===== src/rtl/uart_pkg.sv =====
// Shared UART definitions: line-state encoding, parity selectors and the parity helper.
// Used by both the transmit and receive paths.
package uart_pkg;

  typedef enum logic [2:0] {
    IDLE   = 3'd0,
    START  = 3'd1,
    DATA   = 3'd2,
    PARITY = 3'd3,
    STOP   = 3'd4
  } uart_state_e;

  localparam logic EVEN_PARITY    = 1'b0;
  localparam logic ODD_PARITY     = 1'b1;
  localparam int   MAX_DATA_WIDTH = 9;

  // Narrower words are zero-extended by the caller, which leaves the XOR reduction unchanged.
  function automatic logic calc_parity(input logic [MAX_DATA_WIDTH-1:0] data,
                                       input logic                      par_typ);
    return (par_typ == ODD_PARITY) ? ~^data : ^data;
  endfunction

endpackage


===== src/rtl/uart_sync_fifo.sv =====
// Single-clock word FIFO with show-ahead read data and an occupancy counter.
// Pushes when full and pops when empty are ignored.
module uart_sync_fifo #(
  parameter int DATA_WIDTH = 8,
  parameter int FIFO_DEPTH = 4
) (
  input  logic                  CLK,
  input  logic                  RST,
  input  logic                  push,
  input  logic                  pop,
  input  logic [DATA_WIDTH-1:0] wdata,
  output logic [DATA_WIDTH-1:0] rdata,
  output logic                  full,
  output logic                  empty
);

  localparam int PTR_W = $clog2(FIFO_DEPTH);
  localparam int CNT_W = PTR_W + 1;
  localparam logic [PTR_W-1:0] PTR_ONE   = PTR_W'(1);
  localparam logic [CNT_W-1:0] CNT_ONE   = CNT_W'(1);
  localparam logic [CNT_W-1:0] CNT_FULL  = CNT_W'(FIFO_DEPTH);
  localparam logic [CNT_W-1:0] CNT_EMPTY = {CNT_W{1'b0}};

  logic [DATA_WIDTH-1:0] mem_q [FIFO_DEPTH];
  logic [PTR_W-1:0]      wr_ptr_q, wr_ptr_d;
  logic [PTR_W-1:0]      rd_ptr_q, rd_ptr_d;
  logic [CNT_W-1:0]      count_q, count_d;
  logic                  wr_en_s, rd_en_s;

  assign full    = (count_q == CNT_FULL);
  assign empty   = (count_q == CNT_EMPTY);
  assign wr_en_s = push & ~full;
  assign rd_en_s = pop & ~empty;
  assign rdata   = mem_q[rd_ptr_q];

  always_comb begin
    wr_ptr_d = wr_ptr_q;
    rd_ptr_d = rd_ptr_q;
    count_d  = count_q;
    if (wr_en_s) begin
      wr_ptr_d = wr_ptr_q + PTR_ONE;
    end else begin
      wr_ptr_d = wr_ptr_q;
    end
    if (rd_en_s) begin
      rd_ptr_d = rd_ptr_q + PTR_ONE;
    end else begin
      rd_ptr_d = rd_ptr_q;
    end
    case ({wr_en_s, rd_en_s})
      2'b10:   count_d = count_q + CNT_ONE;
      2'b01:   count_d = count_q - CNT_ONE;
      default: count_d = count_q;
    endcase
  end

  always_ff @(posedge CLK) begin
    if (RST) begin
      wr_ptr_q <= {PTR_W{1'b0}};
      rd_ptr_q <= {PTR_W{1'b0}};
      count_q  <= CNT_EMPTY;
    end else begin
      wr_ptr_q <= wr_ptr_d;
      rd_ptr_q <= rd_ptr_d;
      count_q  <= count_d;
    end
  end

  // Storage needs no reset: the counter alone defines which entries are valid.
  always_ff @(posedge CLK) begin
    if (wr_en_s) begin
      mem_q[wr_ptr_q] <= wdata;
    end
  end

endmodule


===== src/rtl/uart_tx_buffered.sv =====
// Buffered UART transmitter: word FIFO feeding a frame FSM with per-frame latched
// parity, stop-bit and bit-time configuration. TX_OUT and BUSY are registered from the FSM state.
module uart_tx_buffered
  import uart_pkg::*;
#(
  parameter int DATA_WIDTH  = 8,
  parameter int FIFO_DEPTH  = 4,
  parameter int PRESC_WIDTH = 6
) (
  input  logic                   CLK,
  input  logic                   RST,
  input  logic [DATA_WIDTH-1:0]  P_DATA,
  input  logic                   DATA_VALID,
  output logic                   READY,
  input  logic                   PAR_EN,
  input  logic                   PAR_TYP,
  input  logic                   STOP2,
  input  logic [PRESC_WIDTH-1:0] PRESCALE,
  output logic                   TX_OUT,
  output logic                   BUSY
);

  localparam int IDX_W = $clog2(DATA_WIDTH);
  localparam logic [IDX_W-1:0]       IDX_ZERO   = {IDX_W{1'b0}};
  localparam logic [IDX_W-1:0]       IDX_ONE    = IDX_W'(1);
  localparam logic [IDX_W-1:0]       IDX_LAST   = IDX_W'(DATA_WIDTH - 1);
  localparam logic [PRESC_WIDTH-1:0] PRESC_ZERO = {PRESC_WIDTH{1'b0}};
  localparam logic [PRESC_WIDTH-1:0] PRESC_ONE  = PRESC_WIDTH'(1);

  uart_state_e             state_q;
  logic [PRESC_WIDTH-1:0]  cnt_q, presc_q;
  logic [IDX_W-1:0]        idx_q;
  logic                    stop_idx_q;
  logic [DATA_WIDTH-1:0]   shift_q;
  logic                    par_bit_q, par_en_q, stop2_q;
  logic                    tx_q, busy_q, rst_hold_q;

  logic                    push_s, pop_s, full_s, empty_s;
  logic                    bit_end_s, last_stop_s, line_s;
  logic [DATA_WIDTH-1:0]   rdata_s;
  logic [MAX_DATA_WIDTH-1:0] rdata_ext_s;

  uart_sync_fifo #(
    .DATA_WIDTH (DATA_WIDTH),
    .FIFO_DEPTH (FIFO_DEPTH)
  ) u_fifo (
    .CLK   (CLK),
    .RST   (RST),
    .push  (push_s),
    .pop   (pop_s),
    .wdata (P_DATA),
    .rdata (rdata_s),
    .full  (full_s),
    .empty (empty_s)
  );

  // READY stays low through the cycle following a reset edge, then tracks FIFO space.
  assign READY       = ~full_s & ~rst_hold_q;
  assign push_s      = DATA_VALID & READY;
  assign rdata_ext_s = MAX_DATA_WIDTH'(rdata_s);
  assign bit_end_s   = (cnt_q == (presc_q - PRESC_ONE));
  assign last_stop_s = ~stop2_q | stop_idx_q;
  assign pop_s       = ~empty_s & ((state_q == IDLE) |
                                   ((state_q == STOP) & bit_end_s & last_stop_s));
  assign TX_OUT      = tx_q;
  assign BUSY        = busy_q;

  always_comb begin
    line_s = 1'b1;
    case (state_q)
      START:   line_s = 1'b0;
      DATA:    line_s = shift_q[0];
      PARITY:  line_s = par_bit_q;
      default: line_s = 1'b1;
    endcase
  end

  always_ff @(posedge CLK) begin
    rst_hold_q <= RST;
  end

  // Frame FSM; a pop always starts a new frame, from IDLE or from the last stop cycle.
  always_ff @(posedge CLK) begin
    if (RST) begin
      state_q    <= IDLE;
      cnt_q      <= PRESC_ZERO;
      presc_q    <= PRESC_ONE;
      idx_q      <= IDX_ZERO;
      stop_idx_q <= 1'b0;
      shift_q    <= {DATA_WIDTH{1'b0}};
      par_bit_q  <= 1'b0;
      par_en_q   <= 1'b0;
      stop2_q    <= 1'b0;
      tx_q       <= 1'b1;
      busy_q     <= 1'b0;
    end else begin
      tx_q   <= line_s;
      busy_q <= (state_q != IDLE);
      if (pop_s) begin
        state_q    <= START;
        cnt_q      <= PRESC_ZERO;
        idx_q      <= IDX_ZERO;
        stop_idx_q <= 1'b0;
        shift_q    <= rdata_s;
        par_bit_q  <= calc_parity(rdata_ext_s, PAR_TYP);
        par_en_q   <= PAR_EN;
        stop2_q    <= STOP2;
        presc_q    <= (PRESCALE == PRESC_ZERO) ? PRESC_ONE : PRESCALE;
      end else if (state_q != IDLE) begin
        cnt_q <= bit_end_s ? PRESC_ZERO : (cnt_q + PRESC_ONE);
        if (bit_end_s) begin
          case (state_q)
            START: begin
              state_q <= DATA;
              idx_q   <= IDX_ZERO;
            end
            DATA: begin
              shift_q <= shift_q >> 1;
              if (idx_q == IDX_LAST) begin
                state_q <= par_en_q ? PARITY : STOP;
              end else begin
                idx_q <= idx_q + IDX_ONE;
              end
            end
            PARITY: state_q <= STOP;
            STOP: begin
              if (last_stop_s) begin
                state_q <= IDLE;
              end else begin
                stop_idx_q <= 1'b1;
              end
            end
            default: state_q <= IDLE;
          endcase
        end
      end
    end
  end

endmodule


===== config.mk =====
export PLATFORM = sky130hd
export DESIGN_NAME = uart_tx_buffered
export DESIGN_NICKNAME = d
export VERILOG_FILES = /design/src/rtl/uart_pkg.sv /design/src/rtl/uart_sync_fifo.sv /design/src/rtl/uart_tx_buffered.sv
export SDC_FILE = /design/constraint.sdc
export NUM_CORES = 1
export LEC_CHECK = 0
export ABC_AREA = 0
export BUFFER_PORTS_ARGS = -buffer_cell sky130_fd_sc_hd__buf_4
export CAP_MARGIN = 15
export CORE_ASPECT_RATIO = 0.8
export CORE_MARGIN = 8
export CORE_UTILIZATION = 35
export CTS_BUF_LIST = sky130_fd_sc_hd__clkbuf_16
export CTS_CLUSTER_DIAMETER = 40
export DETAILED_ROUTE_END_ITERATION = 12
export PLACE_DENSITY = 0.53
export SYNTH_ARGS = -nofsm -noshare
export SYNTH_HDL_FRONTEND = slang
export SYNTH_HIERARCHICAL = 1
export SYNTH_SLANG_ARGS = --single-unit

===== constraint.sdc =====
create_clock -name CLK -period 3.95 [get_ports CLK]
set_clock_uncertainty 0.15 [all_clocks]
set_input_delay 0.1975 -clock CLK [delete_from_list [all_inputs] [get_ports CLK]]
set_output_delay 0.1975 -clock CLK [all_outputs]
set_load 0.03 [all_outputs]

## After elaboration in Yosys (flattened, before gate mapping)

Memory sizes are Yosys's and may differ from the RTL's. A register that Yosys moved wholly into a read port is not among the register bits.
Index checks and enable logic that the tools add are counted.

- Muxes and demuxes: 22
- Reductions and logical operators: 17
- Bitwise logic cells: 14
- Eq/ne operators: 14
- Add/subtract/negate cells: 7

Operator list:

| kind | number |
|---|---|
| $mux 8 | 4 |
| $reduce_and 4->1 | 4 |
| $mux 3 | 4 |
| $mux 6 | 2 |
| $pmux 3 s2 | 2 |
| $pmux 3 s4 | 1 |
| $reduce_bool 2->1 | 5 |
| $eq 3x3->1 const B | 3 |
| $reduce_xnor 9->1 | 1 |
| $reduce_xor 9->1 | 1 |
| $and 1x1->1 | 7 |
| $add 3x1->3 const B | 2 |
| $add 6x1->6 const B | 1 |
| $eq 3x2->1 const B | 2 |
| $eq 6x6->1 | 1 |
| $logic_not 3->1 | 2 |
| $logic_not 6->1 | 1 |
| $mux 1 | 6 |
| $ne 2x2->1 const B | 3 |
| $ne 3x2->1 const B | 2 |
| $sub 6x1->6 const B | 1 |
| $not 1->1 | 5 |
| $add 2x1->2 const B | 2 |
| $mux 2 | 2 |
| other kinds (9) | 10 |

- Input bits: 20
- Memory bits (writable): 32
- Logic and storage cells: 91
- Memories: 1
- Bits in registers: 40
- Output and inout port bits: 3

Memories:

| memory | depth | width | rd ports | clocked after Yosys merged registers in | wr ports | line | RTL |
|---|---|---|---|---|---|---|---|
| u_fifo.mem_q | 4 | 8 | 1 | 1 | 1 | uart_sync_fifo.sv:24 | `logic [DATA_WIDTH-1:0] mem_q [FIFO_DEPTH];` |

## Depth between registers and ports, before layout

- Depth after elaboration: 9
- Gate-level depth with buffers: 16
- Gate-level depth less buffers: 15

## Modules after synthesis

Netlist, hierarchy kept.

By module, submodules not included:

| module | times used | cells an instance | area each (um^2) | seq. area each (um^2) |
|---|---|---|---|---|
| uart_tx_buffered | 1 | 220 | 1871.8 | 660.6 |
| uart_sync_fifo | 1 | 96 | 1635.3 | 1141.1 |

## Worst setup path before layout

Ideal clock, no wire load.

- Path type: reg2reg
- Start: register presc_q[0]
- End: register u_fifo.count_q[2]
- Setup slack: 0.364 ns
- Period minus slack after synthesis: 3.586 ns
- Required time: 3.730 ns
- Path buffers: 1
- Data arrival time: 3.366 ns
- Cell stages (with the launch flop): 15
- Setup time: 0.070 ns
- Path through: dfxtp_1 -> or4_1 -> or3_4 -> a2111oi_2 -> a21oi_1 -> buf_6 -> inv_2 -> o31ai_2 -> inv_1 -> ha_1 -> inv_1 -> fa_1 -> xor2_1 -> or3_1 -> a21oi_1

- Cells in the longest elaborated chain, start to end: 9
- Elaborated cells between the ends (all ways): 11
- Those cells by class: 1 x add/sub; 3 x eq/ne; 1 x mux; 5 x bitwise; 1 x reduce/logical

Ends and longest elaborated chain:

| item | line | RTL |
|---|---|---|
| from (decl) | uart_tx_buffered.sv:31 | `logic [PRESC_WIDTH-1:0] cnt_q, presc_q;` |
| from (signal assigned) | uart_tx_buffered.sv:108 | `presc_q <= (PRESCALE == PRESC_ZERO) ? PRESC_ONE : PRESCALE;` |
| $sub 6x1->6 * | uart_tx_buffered.sv:61 | `assign bit_end_s = (cnt_q == (presc_q - PRESC_ONE));` |
| $eq 6x6->1 * | uart_tx_buffered.sv:61 |  |
| $and 1x1->1 * (2 in a row) | uart_tx_buffered.sv:64 | `((state_q == STOP) & bit_end_s & last_stop_s));` |
| $or 1x1->1 * | uart_tx_buffered.sv:63 | `assign pop_s = ~empty_s & ((state_q == IDLE) \|` |
| $and 1x1->1 * | uart_tx_buffered.sv:63 |  |
| net pop_s | uart_tx_buffered.sv:38 | `logic push_s, pop_s, full_s, empty_s;` |
| $and 1x1->1 * | uart_sync_fifo.sv:33 | `assign rd_en_s = pop & ~empty;` |
| net u_fifo.rd_en_s | uart_sync_fifo.sv:28 | `logic wr_en_s, rd_en_s;` |
| $eq 2x1->1 or $eq 2x2->1 (tied branches) | uart_sync_fifo.sv:50 | `case ({wr_en_s, rd_en_s})` |
| $pmux 3 s2 or $reduce_bool 2->1 (tied branches) | -- |  |
| to (signal assigned) | uart_sync_fifo.sv:65 | `count_q <= count_d;` |
| to (decl) | uart_sync_fifo.sv:27 | `logic [CNT_W-1:0] count_q, count_d;` |

The timed path passes the listed nets; every way through them passes the cells marked *.
A chain may end at the register's enable or synchronous reset.

## Worst setup path after layout

Ends and elaborated chain as after synthesis.

==> impl_metrics.env <==
export IMPL_ys_seq_area_share_pct=51.4
export IMPL_min_path_cells=5
export IMPL_synth_top_area_cell="edfxtp_1"
export IMPL_status="completed"
export IMPL_critPathMaxFanout=11
export IMPL_drv_slew=0
export IMPL_clock_fmax_mhz=273
export IMPL_cts_tree="done"
export IMPL_crit_type="flop to flop"
export IMPL_areaGrowthSynthToFinish_pct=21.3
export IMPL_grt_pass1_wl_um=12200
export IMPL_worst_pin_slew_ns=0.722
export IMPL_clkLatencyLatePin_ns=0.33
export IMPL_hold_viol_final=0
export IMPL_synth_nets=346
export IMPL_vias=2459
export IMPL_power_leakage_nw=1.56
export IMPL_gp_congestion=0.751
export IMPL_netlist_area_um2=3510
export IMPL_grt_pass1_vias=2399
export IMPL_num_fill_cells=958
export IMPL_relSlewSlack_pct=51.8
export IMPL_p_clk_share_pct=28.7
export IMPL_track_usage_pct=11.4
export IMPL_power_density_nw_per_um2=638
export IMPL_dp_hpwl_um=4880
export IMPL_yosysTopAreaCellShare_pct=27.4
export IMPL_viasPerCell=4.99
export IMPL_finalCritPeriodShare_pct=92.7
export IMPL_r2r_cells=13
export IMPL_power_frac_comb_pct=34.1
export IMPL_power_frac_seq_pct=37.2
export IMPL_start_util_pct=36.2
export IMPL_htreeDepth=3
export IMPL_startpoint_type="flop"
export IMPL_setup_viol=0
export IMPL_cts_buffers=9
export IMPL_wirelength_um=7120
export IMPL_fp_coreArea_um2=9690
export IMPL_cts_reportedPaths_clkPinSlew_ns=0.06
export IMPL_synth_ff_latch_count=74
export IMPL_multi_input_area_um2=1530
export IMPL_synth_edff_count=32
export IMPL_cts_path_max_buffers=2
export IMPL_synth_area_leaders="edfxtp_1 (27%), dfxtp_1 (24%), mux4_2 (5.1%)"
export IMPL_drtIter0Drc=87
export IMPL_whs_ns=0.206
export IMPL_arrival_ns=3.78
export IMPL_p_int_mw=1.73
export IMPL_num_io_pins=23
export IMPL_fin_setup_tns_ns=0
export IMPL_postCtsSetupRepairBufs=0
export IMPL_cts_root_buffer="clkbuf_16"
export IMPL_drc=0
export IMPL_wl_per_cell_um=14.4
export IMPL_synthArstFlopShare_pct=0
export IMPL_crit_required_ns=4.06
export IMPL_portBuffers=22
export IMPL_drive_above_1_share_pct=16.2
export IMPL_drtAntennaViolNets=0
export IMPL_drt_first_pass_iters=4
export IMPL_ys_types=49
export IMPL_ys_flop_type="dfxtp_1"
export IMPL_syn_area_per_cell_um2=11.1
export IMPL_hold_path_class="input pin to flop"
export IMPL_antenna_found_initial=0
export IMPL_switching_share_pct=36.3
export IMPL_net_switching_power_mw=0.986
export IMPL_antenna_cells=0
export IMPL_ys_warn_count=6
export IMPL_seq_area_um2=1800
export IMPL_die_width_um=128
export IMPL_irDropWorstVdd_v=0.000298
export IMPL_fp_dieH_um=106
export IMPL_dieArea_um2=13500
export IMPL_cp_end_kind="flop"
export IMPL_cts_sinks=74
export IMPL_grt_max_degree=25
export IMPL_overflow=0
export IMPL_post_route_min_period_ns=3.66
export IMPL_rsz0062_at_grt="false"
export IMPL_synthCells=316
export IMPL_max_cap_violations=0
export IMPL_fin_nets=382
export IMPL_fp_row_count=32
## power by group through the flow
stage / logic (mW) / registers (mW) / clock network [mW]
after floorplan: 0.736 / 0.989 / 0
after global placement: 0.897 / 1.03 / 0
after detailed placement: 0.898 / 1.03 / 0
after CTS: 0.918 / 1.01 / 0.800
after global routing: 1.02 / 1.03 / 0.836
final: 0.925 / 1.01 / 0.780
## cells in the mapped netlist, drive strengths merged (7+ instances only)
library cell	instances
dfxtp	42
edfxtp	32
nor2	19
xor2	8
xnor2	14
a21oi	14
ha	9
mux2i	9
or3	7
mux4	8
clkbuf	12
o41ai	7
nand2	22
a221oi	7
inv	30
## cell usage in the layout, fill, tap and decap left out, types with 7 or more instances in the layout
cell and instances:
nor2_1 19, clkbuf_16 9, nand2_1 22, xor2_1 8
mux4_2 8, buf_4 25, a221oi_1 7, edfxtp_1 32
o41ai_1 7, xnor2_1 14, mux2i_1 9, dlygate4sd3_1 17
inv_1 31, dfxtp_1 42, a21oi_1 14, ha_1 9
## flip-flops by register name, indices dropped and copies added (netlist names), 3 cells and up, named ones only
name / cells
state_q: 3
u_fifo/mem_q: 32
shift_q: 8
cnt_q: 6
u_fifo/count_q: 3
idx_q: 3
presc_q: 6
## routing by layer
metal | GRT usage [%] | part of all wire [%]
met5 | 0 | 0
met4 | 4.32 | 1.3
met3 | 3.37 | 3.1
met2 | 16.5 | 45
met1 | 15.7 | 51
## worst max-delay path: stages, from the launching register on
cell and delay, ns:
dfxtp_1 0.35, or4_1 0.55, or3_4 0.38, a2111oi_4 0.41, a21oi_1 0.15, inv_2 0.21
o31ai_2 0.12, inv_1 0.07, ha_1 0.17, inv_1 0.06, fa_1 0.37, xor2_1 0.16
or3_1 0.30, a21oi_1 0.13
## cells by family after synthesis
kind of cell / after synthesis / share of synthesized area (%)
AO/OA/AOI/OAI: 64 / 13.6
XOR/XNOR: 22 / 5.49
adder cells (fa/ha/maj): 10 / 3.78
buffers and inverters: 47 / 5.49
flip-flops: 74 / 51.4
multiplexers: 17 / 7.71
AND/OR/NAND/NOR: 82 / 12.6
## final timing paths
path	to	from	slack (ns)
max	u_fifo/count_q[2]	presc_q[0]	0.29
min	u_fifo/wr_ptr_q[0]	DATA_VALID	0.21
max reg2reg	u_fifo/count_q[2]	presc_q[0]	0.29
min reg2reg	stop_idx_q	stop_idx_q	0.32
## final cells by class
cell class	instances	area share, %
Tap cell	136	4.00
Multi-Input combinational cell	195	35.8
Sequential cell	74	42.3
Timing Repair Buffer	42	8.41
Clock inverter	7	1.47
Clock buffer	9	5.29
Inverter	30	2.65
## stage by stage
| stage | worst slack (ns) | utilization [%] | std cells | instance area (um^2) | total power, mW |
|---|---|---|---|---|---|
| after floorplan | 0.364 | - | 316 | 3510 | 1.72 |
| after global placement | 0.315 | 39.1 | 460 | 3780 | 1.92 |
| after detailed placement | 0.247 | 39.1 | 460 | 3780 | 1.92 |
| after CTS | 0.222 | 43.8 | 493 | 4240 | 2.73 |
| after global routing | 0.0931 | 43.9 | 493 | 4260 | 2.89 |
| final | 0.287 | 43.9 | 493 | 4260 | 2.72 |
## repair_timing
item | CTS | global route
endpoints found under the hold margin | 41 | 0
gates resized for setup | 0 | 1
endpoints found under the setup margin | 0 | 1
hold buffers | 17 | 0
(Power assumes the default switching activity.)
